==> config.mk <==
export PLATFORM = sky130hd
export DESIGN_NAME = dadda_seq_divider
export DESIGN_NICKNAME = d
export VERILOG_FILES = /design/src/rtl/dadda_div_pkg.sv /design/src/rtl/dadda_div_step.sv /design/src/rtl/dadda_seq_divider.sv
export SDC_FILE = /design/constraint.sdc
export NUM_CORES = 1
export LEC_CHECK = 0
export ABC_AREA = 1
export BUFFER_PORTS_ARGS = -buffer_cell sky130_fd_sc_hd__buf_2
export CORE_MARGIN = 5
export CORE_UTILIZATION = 40
export CTS_BUF_LIST = sky130_fd_sc_hd__clkbuf_16
export DETAILED_ROUTE_END_ITERATION = 16
export PLACE_DENSITY_LB_ADDON = 0.08
export SLEW_MARGIN = 30
export SYNTH_ARGS = -nofsm -noshare
export SYNTH_HDL_FRONTEND = slang
export SYNTH_SLANG_ARGS = --single-unit
==> constraint.sdc <==
create_clock -name clk -period 2.2 [get_ports clk]
set_input_delay 0.55 -clock clk [delete_from_list [all_inputs] [get_ports clk]]
set_output_delay 0.55 -clock clk [all_outputs]
set_load 0.01 [all_outputs]
==> src/rtl/dadda_div_pkg.sv <==
// Shared types and constants for the sequential restoring divider.
// Optional build macro: DADDA_DIV_EARLY_EXIT_EN (short path for dividend < divisor).
package dadda_div_pkg;

   typedef enum logic [1:0] {
      IDLE = 2'd0,
      BUSY = 2'd1,
      DONE = 2'd2
   } div_state_t;

   localparam int DIV_DW = 16;
   localparam int DIV_VW = 8;

   // Counter width able to hold 0..n-1; never narrower than one bit.
   function automatic int clog2(input int n);
      int w;
      w = 1;
      while ((1 << w) < n) w = w + 1;
      return w;
   endfunction

endpackage

==> src/rtl/dadda_div_step.sv <==
// One combinational restoring-division step: shift in a dividend bit,
// trial-subtract the divisor, keep the difference when it does not go negative.
module dadda_div_step
   import dadda_div_pkg::*;
#(
   parameter int VW = DIV_VW
) (
   input  logic [VW-1:0] i_rem,
   input  logic          i_bit,
   input  logic [VW-1:0] i_dvs,
   output logic [VW-1:0] o_rem,
   output logic          o_q
);

   logic [VW:0] w_partial;

   assign w_partial = {i_rem, i_bit};
   assign o_q       = (w_partial >= {1'b0, i_dvs});

   // The true difference is below the divisor, so modular VW-bit subtraction is exact.
   assign o_rem = o_q ? (w_partial[VW-1:0] - i_dvs) : w_partial[VW-1:0];

endmodule

==> src/rtl/dadda_seq_divider.sv <==
// Sequential radix-2 restoring divider with valid/ready on both sides.
// Build macro DADDA_DIV_EARLY_EXIT_EN enables the dividend < divisor short path.
module dadda_seq_divider
   import dadda_div_pkg::*;
#(
   parameter int DW = DIV_DW,
   parameter int VW = DIV_VW
) (
   input  logic          clk,
   input  logic          rst_n,
   input  logic          in_valid,
   output logic          in_ready,
   input  logic [DW-1:0] dividend,
   input  logic [VW-1:0] divisor,
   output logic          out_valid,
   input  logic          out_ready,
   output logic [DW-1:0] quotient,
   output logic [VW-1:0] remainder,
   output logic          div_by_zero
);

   localparam int CW = clog2(DW);

   div_state_t    r_state;
   logic [DW-1:0] r_dvd;
   logic [DW-1:0] r_quo;
   logic [VW-1:0] r_dvs;
   logic [VW-1:0] r_rem;
   logic [CW-1:0] r_cnt;
   logic          r_dbz;

   logic [VW-1:0] w_rem_nxt;
   logic          w_qbit;
   logic          w_early;

   dadda_div_step #(.VW(VW)) u_step (
      .i_rem (r_rem),
      .i_bit (r_dvd[DW-1]),
      .i_dvs (r_dvs),
      .o_rem (w_rem_nxt),
      .o_q   (w_qbit)
   );

`ifdef DADDA_DIV_EARLY_EXIT_EN
   assign w_early = (divisor != '0) && (dividend < DW'(divisor));
`else
   assign w_early = 1'b0;
`endif

   assign in_ready    = (r_state == IDLE);
   assign out_valid   = (r_state == DONE);
   assign quotient    = r_quo;
   assign remainder   = r_rem;
   assign div_by_zero = r_dbz;

   // Accept, iterate one restoring step per clock, then hold the result until taken.
   always_ff @(posedge clk or negedge rst_n) begin
      if (!rst_n) begin
         r_state <= IDLE;
         r_dvd   <= '0;
         r_quo   <= '0;
         r_dvs   <= '0;
         r_rem   <= '0;
         r_cnt   <= '0;
         r_dbz   <= 1'b0;
      end else begin
         unique case (r_state)
            IDLE: begin
               if (in_valid) begin
                  r_cnt <= '0;
                  r_dvd <= dividend;
                  r_dvs <= divisor;
                  if (divisor == '0) begin
                     r_quo   <= '1;
                     r_rem   <= dividend[VW-1:0];
                     r_dbz   <= 1'b1;
                     r_state <= DONE;
                  end else if (w_early) begin
                     r_quo   <= '0;
                     r_rem   <= dividend[VW-1:0];
                     r_dbz   <= 1'b0;
                     r_state <= DONE;
                  end else begin
                     r_quo   <= '0;
                     r_rem   <= '0;
                     r_dbz   <= 1'b0;
                     r_state <= BUSY;
                  end
               end
            end
            BUSY: begin
               r_rem <= w_rem_nxt;
               r_quo <= {r_quo[DW-2:0], w_qbit};
               r_dvd <= {r_dvd[DW-2:0], 1'b0};
               if (r_cnt == CW'(DW - 1)) begin
                  r_state <= DONE;
               end else begin
                  r_cnt <= r_cnt + 1'b1;
               end
            end
            DONE: begin
               if (out_ready) r_state <= IDLE;
            end
            default: r_state <= IDLE;
         endcase
      end
   end

endmodule

### After elaboration in Yosys (flattened, before gate mapping)

Index checks and enable logic that the tools add are counted.

| storage, ports and cells | value |
|---|---|
| output and inout port bits | 27 |
| flip-flop bits (word level) | 55 |
| input bits | 28 |
| word-level logic and storage cells | 42 |

| operators by class | value |
|---|---|
| $add $sub $neg | 2 |
| multiplexer cells | 18 |
| magnitude comparators | 1 |
| equal/unequal tests | 7 |
| reductions and logical operators | 7 |

Operator list:

| operator | count |
|---|---|
| $pmux 16 s2 | 2 |
| $mux 16 | 3 |
| $mux 8 | 3 |
| $pmux 8 s2 | 1 |
| $ge 9x8->1 | 1 |
| $logic_not 8->1 | 1 |
| $mux 2 | 4 |
| $mux 4 | 2 |
| $pmux 4 s2 | 1 |
| $sub 8x8->8 | 1 |
| $ne 2x2->1 const B | 3 |
| $pmux 2 s3 | 1 |
| $reduce_and 3->1 | 2 |
| $add 4x1->4 const B | 1 |
| $eq 4x4->1 const B | 1 |
| $reduce_and 2->1 | 2 |
| $eq 2x1->1 const B | 1 |
| $eq 2x2->1 const B | 1 |
| $logic_not 2->1 | 1 |
| $ne 2x1->1 const B | 1 |
| $reduce_bool 2->1 | 1 |
| $mux 1 | 1 |

### Logic depth before layout (Yosys ltp)

Gate-level depths: netlist of the first run.

| logic depth | value |
|---|---|
| word-level depth | 4 |
| gate-level depth with buffers | 12 |

### By module

A second synthesis of the first run with hierarchy kept.

| unflattened totals | value |
|---|---|
| cells, all modules | 390 |
| area total of the unflattened synthesis | 3168.0 µm² |

Modules (own cells, without submodules):

| module | times used | cells an instance | area each (µm²) |
|---|---|---|---|
| dadda_seq_divider | 1 | 281 | 2516.2 |
| dadda_div_step | 1 | 109 | 651.9 |

### Worst setup path before layout of the first run

No wires, ideal clock.

| timing | value |
|---|---|
| path kind | flip-flop to flip-flop |
| start point | register r_rem[3] (netlist: remainder[3]) |
| end point | register r_rem[7] (netlist: remainder[7]) |
| arrival time | 1519 ps |
| library setup time | 123 ps |
| cell stages (with the launch flop) | 12 |
| setup slack | 558 ps |
| path through | dfrtp_1 ha_1 nand2_1 inv_1 nand2_1 nand2_1 nand2_1 nand4_2 nand2_1 nand2_1 nand2_1 a21oi_1 |

| on the way | value |
|---|---|
| cells in the longest elaborated chain, start to end | 3 |
| elaborated cells between the ends (all ways) | 4 |

Ends and longest elaborated chain:

| element | line | text |
|---|---|---|
| start: declaration | dadda_seq_divider.sv:28 | `logic [VW-1:0] r_rem;` |
| start signal: assignment | dadda_seq_divider.sv:75 | `r_rem <= dividend[VW-1:0];` |
| start signal: assignment | dadda_seq_divider.sv:80 | `r_rem <= dividend[VW-1:0];` |
| start signal: assignment | dadda_seq_divider.sv:92 | `r_rem <= w_rem_nxt;` |
| $sub 8x8->8 or $ge 9x8->1 (tied branches) | dadda_div_step.sv:21, dadda_div_step.sv:18 |  |
| $mux 8 * | dadda_div_step.sv:21 | `assign o_rem = o_q ? (w_partial[VW-1:0] - i_dvs) : w_partial[VW-1:0];` |
| $pmux 8 s2 * | dadda_seq_divider.sv:67 | `unique case (r_state)` |

Every way passes the cells marked *; elsewhere a longest branch is shown, timed or not.
A chain may end at the register's enable or synchronous reset.

### Worst setup path in the final report of the first run

| timing | value |
|---|---|
| start point | register r_rem[5] (netlist: remainder[5]) |
| end point | register r_rem[4] (netlist: remainder[4]) |

| on the way | value |
|---|---|
| cells in the longest elaborated chain, start to end | 3 |

Ends and longest elaborated chain:

| element | line | text |
|---|---|---|
| $ge 9x8->1 | dadda_div_step.sv:18 | `assign o_q = (w_partial >= {1'b0, i_dvs});` |
| $mux 8 | dadda_div_step.sv:21 |  |
| $pmux 8 s2 | dadda_seq_divider.sv:67 |  |

Every way passes these cells.

==> summary.log, run 1 <==
qor: grt.number_of_global_route_vias_before_repair 2,631
qor: synth.synth.mux.area_fraction 0
qor: setup_path.required 2410 ps
qor: synth.synth_seq_cells 55
qor: routing.dr_total_vias 2,621
qor: synth.synthTopCellsByArea sky130_fd_sc_hd__dfrtp_1 45%, sky130_fd_sc_hd__nand2_1 13%, sky130_fd_sc_hd__inv_1 6.1%
qor: timing.final_hold_viol_count 0
qor: power.power.ir.vdd_worst 0.000619 V
qor: synth.ys.flop_type sky130_fd_sc_hd__dfrtp_1
qor: setup_path.reg2regPathDepth 8
qor: grt.grt_util_all_layers 0.160
qor: synth.post_synth_edffs 0
qor: place.dp_slack 259 ps
qor: synth.synth_fp_nets 413
qor: setup_path.reg2reg_to remainder[4]
qor: synth.synthesis.yosys.warnings 0
qor: timing.max_slew_margin 0.658
qor: flow_run.maxCapViolCount 0
qor: timing.fin_hold_ws 218 ps
qor: die.die_w 97.4 um
qor: die.die_h 97.4 um
qor: routing.routed_wl 7420 um
qor: timing.post_route_clock_skew 9.12 ps
qor: clocking.postCtsSetupBuffers 0
qor: synth.synth_largest_area_cell sky130_fd_sc_hd__dfrtp_1
qor: die.die_area 9480 um^2
qor: timing.tightest_slew 513 ps
qor: timing.final.period_utilization 0.877
qor: clocking.ctsHoldBuffers 0
qor: routing.drtIter0Drc 103
qor: timing.period_minus_slack 1930 ps
qor: die.core_area 7330 um^2
qor: final_layout.syn_to_final_growth 17.5%
qor: setup_path.critical_path.max_stage_delay 420 ps
qor: setup_path.cp_cell_sequence ha_1 > nand2_1 > nand2_1 > a21oi_1 > nand4_2 > nand2_1 > nand3_1 > a21boi_1
qor: synth.ys_seq_area_frac 0.451
qor: clocking.ctsHtreeMaxLevel 2
qor: setup_path.slowest_stage sky130_fd_sc_hd__dfrtp_1
qor: final_layout.post-route-cell-area 3590 um^2
qor: grt.grt_first_pass_wirelength 12,800 um
qor: power.p_leak 1.84 nW
qor: synth.synth.most_common_cell sky130_fd_sc_hd__nand2_1
qor: synth.synthXorXnorAreaFrac 0.0143
qor: setup_path.crit_path_frequent_cell sky130_fd_sc_hd__nand2_1
qor: synth.compound_cell_area_share_of_the_yosys_netlist 0.161
qor: final_layout.finish.net_count 469
qor: synth.synthSimpleGateAreaFrac 0.238
qor: timing.layout_setup_ws 270 ps
qor: timing.max_freq 518 MHz
qor: clocking.tritoncts_clock_tree yes
qor: timing.final_tns_setup 0 ps
qor: routing.initial_drt_pass_iterations 4
qor: setup_path.critPathCaptureType register
qor: clocking.cts.root.buffer_cell sky130_fd_sc_hd__clkbuf_16
qor: grt.grt_antenna_before_repair 0
qor: routing.drtAntennaViolNets 0
qor: die.initial_utilization 0.417
qor: synth.post_synth_most_frequent_cells 105 x sky130_fd_sc_hd__nand2_1, 55 x sky130_fd_sc_hd__dfrtp_1, 50 x sky130_fd_sc_hd__inv_1
qor: setup_path.critPathArrivalTime 2140 ps
qor: place.numPlacedInstances 523
qor: die.fp-row-count 31
qor: power.power_per_cell_area 1750 nW/um^2
qor: die.floorplan.io_pins 55
qor: timing.rsz_0062_raised_after_global_routing no
qor: setup_path.kind_of_cell_adding_the_most_delay_to_the_critical_path simple AND/OR/NAND/NOR gates
qor: final_layout.drive_gt1_frac 0.190
qor: synth.synth_top_family_by_area simple AND/OR/NAND/NOR gates
qor: routing.viasPerCell 4.94
qor: place.dpl_cell_area 3440 um^2
qor: synth.netlist-cell-type-count 32
qor: clocking.cts_buffer_depth 2
qor: synth.syn_area 3050 um^2
qor: place.detailedPlacementHpwl 5570 um
qor: setup_path.start_kind register
qor: synth.synthArstFlopShare 1.00
qor: final_layout.stdcell_count 531
qor: grt.largest_net_degree_at_the_start_of_global_routing 37
qor: clocking.clk_pin_slew 80 ps
qor: power.p_total 6.28 mW
qor: place.place.port_buffers 54
qor: routing.routed_wire_length_per_instance 14.0 um
qor: place.routabilityCongestion 0.876
qor: routing.drc_errors 0
qor: synth.synth_cells 375
qor: clocking.total_of_cells_resized_after_clock_tree_synthesis 0
qor: final_layout.fillerInstances 751
qor: setup_path.critPathKind register to register
qor: final_layout.n_antenna_cell 0
qor: clocking.insertion_delay 300 ps
qor: clocking.clkSinkCount 55
qor: timing.finalMaxSlewViolations 0
qor: clocking.num_cts_buffers 5
qor: synth.avg_inst_size_synth 8.14 um^2
qor: synth.post_synth_fa_ha_maj_area_fraction 0.0434
qor: setup_path.reg2reg_from remainder[5]
qor: timing.setup_violations 0
qor: synth.yosysTopAreaCellShare 0.451
qor: hold_path.holdCritPathClass primary input to async pin
qor: setup_path.cp_num_buf_inv 0
qor: setup_path.critical_path_peak_fanout 9
qor: final_layout.finish.utilization 0.490
qor: run_status.outcome completed
qor: grt.grt-ovfl-total 0
qor: setup_path.setup.reg_to_reg.worst_slack 270 ps
[power breakdown]
group / leakage, nW / switching, mW / internal (mW)
registers: 0.678 / 0.296 / 1.51
clock network: 0.0723 / 0.398 / 0.435
logic: 1.09 / 2.20 / 1.44
[worst max-delay path by stage]
stage                       startpoint            to  slack, ps  depth (start not counted)
after floorplan           remainder[3]  remainder[7]        560                         11
after global placement    remainder[5]  remainder[4]        190                          8
after detailed placement  remainder[5]  remainder[4]        260                          8
after CTS                 remainder[5]  remainder[4]        240                          8
after global routing      remainder[5]  remainder[4]         70                          8
final                     remainder[5]  remainder[4]        270                          8
[layout make-up]
type	count	area, um^2	share of cell area
multi-input combinational	255	1400	0.389
sequential	55	1380	0.383
timing repair buffer	63	350	0.0976
inverter	51	191	0.0533
clock buffer	5	125	0.0349
tap	99	124	0.0345
clock inverter	3	27.5	0.00767
[worst register-to-register path: cells and delay by family (launching register included)]
kind	cells	cell delay [ps]
flip-flops	1	420
AND/OR/NAND/NOR	5	660
adder cells (fa/ha/maj)	1	370
AO/OA/AOI/OAI	2	400
[state kept, by name, indices dropped and copies added (netlist names)]
signal,cells
div_by_zero,1
r_dvd,16
r_state,2
r_dvs,8
remainder,8
r_cnt,4
quotient,16
[logic make-up (layout without fill, tap and decap cells)]
group	count (synthesis)	count (layout)
buffers and inverters	65	122
flip-flops	55	55
adder cells (fa/ha/maj)	10	10
AND/OR/NAND/NOR	166	166
XOR/XNOR	5	5
AO/OA/AOI/OAI	74	74
[metal layers]
| layer | part of all wire | routed length (um) | up-vias | global-route usage |
|---|---|---|---|---|
| met5 | 0 | 0 | - | 0 |
| met4 | 0.0082 | 61 | 0 | 0.0298 |
| met3 | 0.043 | 321 | 7 | 0.0380 |
| met2 | 0.44 | 3300 | 56 | 0.254 |
| met1 | 0.50 | 3740 | 1221 | 0.225 |
| li1 | - | - | 1337 | - |
[cell usage in the layout (no fill, tap or decap)]
| cell | count |
|---|---|
| sky130_fd_sc_hd__xor2_1 | 2 |
| sky130_fd_sc_hd__fa_1 | 1 |
| sky130_fd_sc_hd__nor3_4 | 1 |
| sky130_fd_sc_hd__a31oi_1 | 1 |
| sky130_fd_sc_hd__a21oi_1 | 9 |
| sky130_fd_sc_hd__dfrtp_1 | 55 |
| sky130_fd_sc_hd__buf_12 | 1 |
| sky130_fd_sc_hd__o21ai_0 | 25 |
| sky130_fd_sc_hd__xnor2_1 | 3 |
| sky130_fd_sc_hd__nor2_2 | 3 |
| sky130_fd_sc_hd__inv_2 | 1 |
| sky130_fd_sc_hd__inv_6 | 1 |
| sky130_fd_sc_hd__o31ai_1 | 2 |
| sky130_fd_sc_hd__o21bai_1 | 1 |
| sky130_fd_sc_hd__clkinvlp_4 | 1 |
| sky130_fd_sc_hd__inv_8 | 1 |
| sky130_fd_sc_hd__clkbuf_16 | 5 |
| sky130_fd_sc_hd__nand4_2 | 1 |
| sky130_fd_sc_hd__a21boi_1 | 7 |
| sky130_fd_sc_hd__nand4_1 | 3 |
| sky130_fd_sc_hd__o211ai_1 | 12 |
| sky130_fd_sc_hd__buf_4 | 8 |
| sky130_fd_sc_hd__inv_1 | 50 |
| sky130_fd_sc_hd__buf_2 | 54 |
| sky130_fd_sc_hd__or2_2 | 2 |
| sky130_fd_sc_hd__nand2_1 | 105 |
| sky130_fd_sc_hd__nor2_1 | 18 |
| sky130_fd_sc_hd__a2bb2oi_1 | 16 |
| sky130_fd_sc_hd__nand3_1 | 28 |
| sky130_fd_sc_hd__or2_0 | 1 |
| sky130_fd_sc_hd__nor2_4 | 2 |
| sky130_fd_sc_hd__nand3_2 | 1 |
| sky130_fd_sc_hd__o2111a_1 | 1 |
| sky130_fd_sc_hd__and2_1 | 1 |
| sky130_fd_sc_hd__ha_1 | 9 |
No activity file was read; power rests on OpenSTA's default activity.
==> run 2, diff against run 1 <==
--- a/config.mk
+++ b/config.mk
@@ -11,7 +11,8 @@
 export CORE_UTILIZATION = 40
 export CTS_BUF_LIST = sky130_fd_sc_hd__clkbuf_16
 export DETAILED_ROUTE_END_ITERATION = 16
-export PLACE_DENSITY_LB_ADDON = 0.08
+export MAX_ROUTING_LAYER = met4
+export PLACE_DENSITY = 0.68
 export SLEW_MARGIN = 30
 export SYNTH_ARGS = -nofsm -noshare
 export SYNTH_HDL_FRONTEND = slang
==> summary.log, run 2 (synthesis gave the netlist of run 1 again) <==
qor: place.detailedPlacementHpwl 5270 um [was 5570 um]
qor: routing.initial_drt_pass_iterations 4 [unchanged]
qor: setup_path.critPathCaptureType register [unchanged]
qor: grt.grt_antenna_before_repair 0 [unchanged]
qor: routing.dr_total_vias 2,695 [was 2,621]
qor: clocking.total_of_cells_resized_after_clock_tree_synthesis 0 [unchanged]
qor: clocking.cts.root.buffer_cell sky130_fd_sc_hd__clkbuf_16 [unchanged]
qor: flow_run.maxCapViolCount 0 [unchanged]
qor: die.die_area 9480 um^2 [unchanged]
qor: power.power.ir.vdd_worst 0.000919 V [was 0.000619 V]
qor: timing.period_minus_slack 1930 ps [about the same]
qor: setup_path.setup.worst_path.end remainder[7] [was remainder[4]]
qor: timing.tightest_slew 500 ps [was 513 ps]
qor: setup_path.critPathArrivalTime 2110 ps [was 2140 ps]
qor: clocking.ctsHoldBuffers 0 [unchanged]
qor: die.floorplan.io_pins 55 [unchanged]
qor: power.p_total 6.23 mW [was 6.28 mW]
qor: final_layout.fillerInstances 725 [was 751]
qor: setup_path.reg2reg_from remainder[3] [was remainder[5]]
qor: clocking.postCtsSetupBuffers 0 [unchanged]
qor: clocking.ctsHtreeMaxLevel 2 [unchanged]
qor: final_layout.final_cell_mix 105 x sky130_fd_sc_hd__nand2_1, 55 x sky130_fd_sc_hd__dfrtp_1, 54 x sky130_fd_sc_hd__buf_2, 50 x sky130_fd_sc_hd__inv_1, 28 x sky130_fd_sc_hd__nand3_1 [unchanged]
qor: place.numPlacedInstances 520 [was 523]
qor: timing.finalMaxSlewViolations 0 [unchanged]
qor: clocking.clk_pin_slew 70 ps [was 80 ps]
qor: power.power_per_cell_area 1740 nW/um^2 [was 1750 nW/um^2]
qor: final_layout.regArea 1380 um^2 [unchanged]
qor: run_status.outcome completed [unchanged]
qor: grt.largest_net_degree_at_the_start_of_global_routing 39 [was 37]
qor: routing.drtIter0Drc 194 [was 103]
qor: setup_path.setup.reg_to_reg.worst_slack 270 ps [about the same]
qor: final_layout.n_antenna_cell 0 [unchanged]
qor: grt.number_of_global_route_vias_before_repair 2,542 [was 2,631]
qor: timing.post_route_clock_skew 4.86 ps [was 9.12 ps]
qor: routing.routed_wl 7110 um [was 7420 um]
qor: die.core_area 7330 um^2 [unchanged]
qor: hold_path.holdCritPathClass primary input to async pin [unchanged]
qor: final_layout.most_frequent_standard_cell_in_the_layout_excluding_fill_and_tap_cells sky130_fd_sc_hd__nand2_1 [unchanged]
qor: routing.drtAntennaViolNets 0 [unchanged]
qor: timing.setup_violations 0 [unchanged]
qor: timing.final.period_utilization 0.876 [was 0.877]
qor: setup_path.required 2380 ps [was 2410 ps]
qor: clocking.num_cts_buffers 5 [unchanged]
qor: die.initial_utilization 0.417 [unchanged]
qor: final_layout.finish.net_count 466 [was 469]
qor: die.die_w 97.4 um [unchanged]
qor: routing.drc_errors 0 [unchanged]
qor: grt.grt_util_all_layers 0.156 [was 0.160]
qor: place.place.port_buffers 54 [unchanged]
qor: clocking.cts_buffer_depth 2 [unchanged]
qor: clocking.insertion_delay 300 ps [about the same]
qor: setup_path.reg2reg_to remainder[7] [was remainder[4]]
qor: timing.final_hold_viol_count 0 [unchanged]
qor: clocking.clkSinkCount 55 [unchanged]
qor: setup_path.reg2regPathDepth 11 [was 8]
qor: routing.routed_wire_length_per_instance 13.5 um [was 14.0 um]
qor: place.routabilityCongestion 0.904 [was 0.876]
qor: clocking.tritoncts_clock_tree yes [unchanged]
qor: setup_path.critPathKind register to register [unchanged]
qor: timing.max_slew_margin 0.667 [was 0.658]
qor: grt.grt-ovfl-total 0 [unchanged]
qor: die.fp-row-count 31 [unchanged]
qor: grt.grt_first_pass_wirelength 12,100 um [was 12,800 um]
qor: final_layout.syn_to_final_growth 17.2% [was 17.5%]
qor: final_layout.multi_input_area 1400 um^2 [unchanged]
qor: setup_path.start_kind register [unchanged]
qor: final_layout.stdcell_count 528 [was 531]
qor: die.die_h 97.4 um [unchanged]
qor: timing.rsz_0062_raised_after_global_routing no [unchanged]
qor: setup_path.worstSetupStartpoint remainder[3] [was remainder[5]]
qor: power.p_leak 1.84 nW [about the same]
qor: setup_path.critical_path_peak_fanout 9 [unchanged]
qor: routing.viasPerCell 5.10 [was 4.94]
qor: final_layout.drive_gt1_frac 0.184 [was 0.190]
qor: timing.final_tns_setup 0 ps [unchanged]
qor: timing.max_freq 519 MHz [was 518 MHz]
==> run 2: cell types whose count changed in the layout (fill, tap and decap cells not counted), sizes merged <==
cell | before | now
clkinvlp | 1 | 0
clkinv | 0 | 2
inv | 53 | 52
buf | 63 | 60
==> run 2: area by class of cell <==
type | instances | area share
clock buffers | 5 | 0.0349
inverters | 51 | 0.0535
flip-flops and latches | 55 | 0.384
repair buffers | 60 | 0.0950
clock inverters | 3 | 0.00804
multi-input cells | 255 | 0.390
well taps | 99 | 0.0346
==> run 2: per-layer routing <==
metal	part of all wire	GRT usage
met1	0.49	0.218
met2	0.46	0.233
met3	0.047	0.0316
met4	0.010	0.0383
met5	0	-
==> run 2: worst min path at each step <==
stage / endpoint / slack, ps / depth (start not counted)
floorplan: div_by_zero / 250 / 0
global route: r_dvd[15] / 250 / 1
finish: remainder[3] / 220 / 1
detailed placement: div_by_zero / 470 / 2
CTS: r_dvd[15] / 230 / 1
global placement: div_by_zero / 470 / 2
==> run 2: worst max-delay path: stages (launching register included) <==
cell and delay (ps):
sky130_fd_sc_hd__dfrtp_1 430, sky130_fd_sc_hd__ha_1 400, sky130_fd_sc_hd__nand2_1 120, sky130_fd_sc_hd__inv_1 50, sky130_fd_sc_hd__nand2_1 100, sky130_fd_sc_hd__nand2_1 60
sky130_fd_sc_hd__nand2_1 70, sky130_fd_sc_hd__nand4_2 220, sky130_fd_sc_hd__nand2_1 190, sky130_fd_sc_hd__nand2_1 70, sky130_fd_sc_hd__nand2_1 60, sky130_fd_sc_hd__a21oi_1 60
==> run 2: metrics by stage <==
stage	setup slack (ps)	utilization	cell area [um^2]	hold slack [ps]
3_3_place_gp	281	0.467	3430	469
5_1_grt	68.7	0.488	3580	250
2_1_floorplan	558	-	3050	254
3_5_place_dp	273	0.467	3430	475
6_report	273	0.488	3580	215
4_1_cts	235	0.488	3580	226
==> run 2: power by group <==
part,leakage (nW),internal [mW],switching [mW]
Sequential,0.678,1.51,0.309
Combinational,1.08,1.43,2.15
Clock,0.0759,0.435,0.393
Total,1.84,3.37,2.85
==> run 3, diff against run 2 <==
--- a/config.mk
+++ b/config.mk
@@ -7,12 +7,14 @@
 export LEC_CHECK = 0
 export ABC_AREA = 1
 export BUFFER_PORTS_ARGS = -buffer_cell sky130_fd_sc_hd__buf_2
+export CELL_PAD_IN_SITES_DETAIL_PLACEMENT = 0
+export CELL_PAD_IN_SITES_GLOBAL_PLACEMENT = 1
 export CORE_MARGIN = 5
 export CORE_UTILIZATION = 40
 export CTS_BUF_LIST = sky130_fd_sc_hd__clkbuf_16
 export DETAILED_ROUTE_END_ITERATION = 16
 export MAX_ROUTING_LAYER = met4
-export PLACE_DENSITY = 0.68
+export PLACE_DENSITY = 0.86
 export SLEW_MARGIN = 30
 export SYNTH_ARGS = -nofsm -noshare
 export SYNTH_HDL_FRONTEND = slang
==> summary.log, run 3 (synthesis gave the netlist of run 1 again) <==
qor: routing.initial_drt_pass_iterations 4 [unchanged]
qor: timing.final_hold_viol_count 0 [unchanged]
qor: timing.finalMaxSlewViolations 0 [unchanged]
qor: place.detailedPlacementHpwl 5310 um [was 5270 um]
qor: routing.wirelength_met1 3350 um [was 3450 um]
qor: routing.met3_wirelength 219 um [was 332 um]
qor: timing.tightest_slew 502 ps [was 500 ps]
qor: final_layout.most_frequent_standard_cell_in_the_layout_excluding_fill_and_tap_cells sky130_fd_sc_hd__nand2_1 [unchanged]
qor: routing.viasPerCell 4.84 [was 5.10]
qor: grt.largest_net_degree_at_the_start_of_global_routing 54 [was 39]
qor: timing.rsz_0062_raised_after_global_routing no [unchanged]
qor: timing.setup_violations 0 [unchanged]
qor: clocking.ctsHoldBuffers 0 [unchanged]
qor: routing.drtAntennaViolNets 0 [unchanged]
qor: final_layout.drive_gt1_frac 0.182 [was 0.184]
qor: clocking.insertion_delay 290 ps [was 300 ps]
qor: grt.grt_first_pass_wirelength 12,200 um [was 12,100 um]
qor: hold_path.holdCritPathClass primary input to async pin [unchanged]
qor: die.fp-row-count 31 [unchanged]
qor: run_status.outcome completed [unchanged]
qor: clocking.clk_pin_slew 70 ps [about the same]
qor: timing.period_minus_slack 1900 ps [was 1930 ps]
qor: die.initial_utilization 0.417 [unchanged]
qor: routing.routed_wire_length_per_instance 13.2 um [was 13.5 um]
qor: power.power.ir.vdd_worst 0.000611 V [was 0.000919 V]
qor: die.die_h 97.4 um [unchanged]
qor: place.place.port_buffers 54 [unchanged]
qor: place.routabilityCongestion 0.942 [was 0.904]
qor: setup_path.critPathArrivalTime 2070 ps [was 2110 ps]
qor: routing.drtIter0Drc 149 [was 194]
qor: clocking.postCtsSetupBuffers 0 [unchanged]
qor: final_layout.n_antenna_cell 0 [unchanged]
qor: clocking.clkSinkCount 55 [unchanged]
qor: setup_path.critPathKind register to register [unchanged]
qor: grt.grt-ovfl-total 0 [unchanged]
qor: setup_path.setup.worst_path.end remainder[7] [unchanged]
qor: timing.max_freq 527 MHz [was 519 MHz]
qor: die.floorplan.io_pins 55 [unchanged]
qor: setup_path.worstSetupStartpoint remainder[5] [was remainder[3]]
qor: die.core_area 7330 um^2 [unchanged]
qor: place.dpl_cell_area 3430 um^2 [unchanged]
qor: final_layout.finish.net_count 466 [unchanged]
qor: power.p_total 6.20 mW [was 6.23 mW]
qor: flow_run.maxCapViolCount 0 [unchanged]
qor: setup_path.setup.reg_to_reg.worst_slack 300 ps [was 270 ps]
qor: routing.routed_wl 6970 um [was 7110 um]
qor: die.die_w 97.4 um [unchanged]
qor: timing.layout_setup_ws 302 ps [was 273 ps]
qor: grt.grt_util_all_layers 0.158 [was 0.156]
qor: power.p_leak 1.83 nW [was 1.84 nW]
qor: setup_path.reg2regPathDepth 9 [was 11]
qor: final_layout.post-route-cell-area 3570 um^2 [was 3580 um^2]
qor: routing.drc_errors 0 [unchanged]
qor: die.die_area 9480 um^2 [unchanged]
qor: routing.route.top_layer_used met4 [unchanged]
qor: setup_path.critPathCaptureType register [unchanged]
qor: grt.number_of_global_route_vias_before_repair 2,582 [was 2,542]
qor: final_layout.fillerInstances 736 [was 725]
qor: routing.dr_total_vias 2,556 [was 2,695]
qor: power.power_per_cell_area 1730 nW/um^2 [was 1740 nW/um^2]
qor: setup_path.reg2reg_to remainder[7] [unchanged]
qor: clocking.cts_buffer_depth 2 [unchanged]
qor: timing.final_tns_setup 0 ps [unchanged]
qor: routing.met2_length 3370 um [was 3260 um]
qor: timing.max_slew_margin 0.665 [was 0.667]
qor: clocking.ctsHtreeMaxLevel 2 [unchanged]
qor: final_layout.final_cell_mix 105 x sky130_fd_sc_hd__nand2_1, 55 x sky130_fd_sc_hd__dfrtp_1, 54 x sky130_fd_sc_hd__buf_2, 51 x sky130_fd_sc_hd__inv_1, 28 x sky130_fd_sc_hd__nand3_1 [was 105 x sky130_fd_sc_hd__nand2_1, 55 x sky130_fd_sc_hd__dfrtp_1, 54 x sky130_fd_sc_hd__buf_2, 50 x sky130_fd_sc_hd__inv_1, 28 x sky130_fd_sc_hd__nand3_1]
qor: setup_path.start_kind register [unchanged]
qor: clocking.total_of_cells_resized_after_clock_tree_synthesis 0 [unchanged]
qor: timing.fin_hold_ws 223 ps [was 215 ps]
qor: grt.grt_antenna_before_repair 0 [unchanged]
qor: setup_path.reg2reg_from remainder[5] [was remainder[3]]
qor: clocking.cts.root.buffer_cell sky130_fd_sc_hd__clkbuf_16 [unchanged]
qor: setup_path.critical_path_peak_fanout 9 [unchanged]
qor: timing.post_route_clock_skew 3.44 ps [was 4.86 ps]
qor: place.dp_slack 279 ps [was 273 ps]
qor: clocking.num_cts_buffers 5 [unchanged]
qor: setup_path.required 2370 ps [was 2380 ps]
qor: final_layout.syn_to_final_growth 17.0% [was 17.2%]
qor: clocking.tritoncts_clock_tree yes [unchanged]
qor: timing.final.period_utilization 0.863 [was 0.876]
## run 3: cell count changes in the layout (fill, tap and decap cells not counted)
cell | previous run | this run
sky130_fd_sc_hd__clkinv_4 | 2 | 0
sky130_fd_sc_hd__clkinvlp_4 | 0 | 1
sky130_fd_sc_hd__inv_1 | 50 | 51
sky130_fd_sc_hd__inv_6 | 0 | 1
sky130_fd_sc_hd__inv_8 | 1 | 0
## run 3: report_power, final
group	leakage (nW)	switching [mW]	internal (mW)	total, mW
combinational	1.08	2.17	1.43	3.60
clock	0.0716	0.356	0.422	0.779
sequential	0.678	0.307	1.51	1.82
total	1.83	2.83	3.37	6.20
## run 3: critical path, stage by stage (launching register included)
cell	delay, ps
sky130_fd_sc_hd__dfrtp_1	420
sky130_fd_sc_hd__ha_1	380
sky130_fd_sc_hd__nand2_1	80
sky130_fd_sc_hd__nand2_1	60
sky130_fd_sc_hd__a21oi_1	230
sky130_fd_sc_hd__nand4_2	280
sky130_fd_sc_hd__nand2_1	160
sky130_fd_sc_hd__nand2_1	60
sky130_fd_sc_hd__nand2_1	50
sky130_fd_sc_hd__a21oi_1	50
## run 3: final cells by class
| cell class | instances | area, um^2 | share of cell area |
|---|---|---|---|
| Timing Repair Buffer | 60 | 340 | 0.0953 |
| Inverter | 51 | 191 | 0.0536 |
| Clock inverter | 3 | 20.0 | 0.00560 |
| Clock buffer | 5 | 125 | 0.0350 |
| Sequential cell | 55 | 1380 | 0.385 |
| Tap cell | 99 | 124 | 0.0347 |
| Multi-Input combinational cell | 255 | 1400 | 0.391 |
## run 3: layer usage
metal	GRT usage	vias up
met5	-	-
li1	-	1329
met4	0.0383	0
met1	0.211	1186
met2	0.254	39
met3	0.0244	2
## run 3: through the flow
stage / util / instances
2_1_floorplan: - / 375
3_3_place_gp: 0.467 / 520
3_5_place_dp: 0.467 / 520
4_1_cts: 0.487 / 528
5_1_grt: 0.487 / 528
6_report: 0.487 / 528
## run 3: how the worst min path moves through the flow
stage                         from      endpoint  slack, ps
after global routing         rst_n  remainder[5]        260
after CTS                    rst_n  remainder[5]        240
after detailed placement  r_dvd[8]      r_dvd[8]        470
final                        rst_n      r_cnt[0]        220
after global placement    r_dvd[7]      r_dvd[7]        470
after floorplan              rst_n   div_by_zero        250
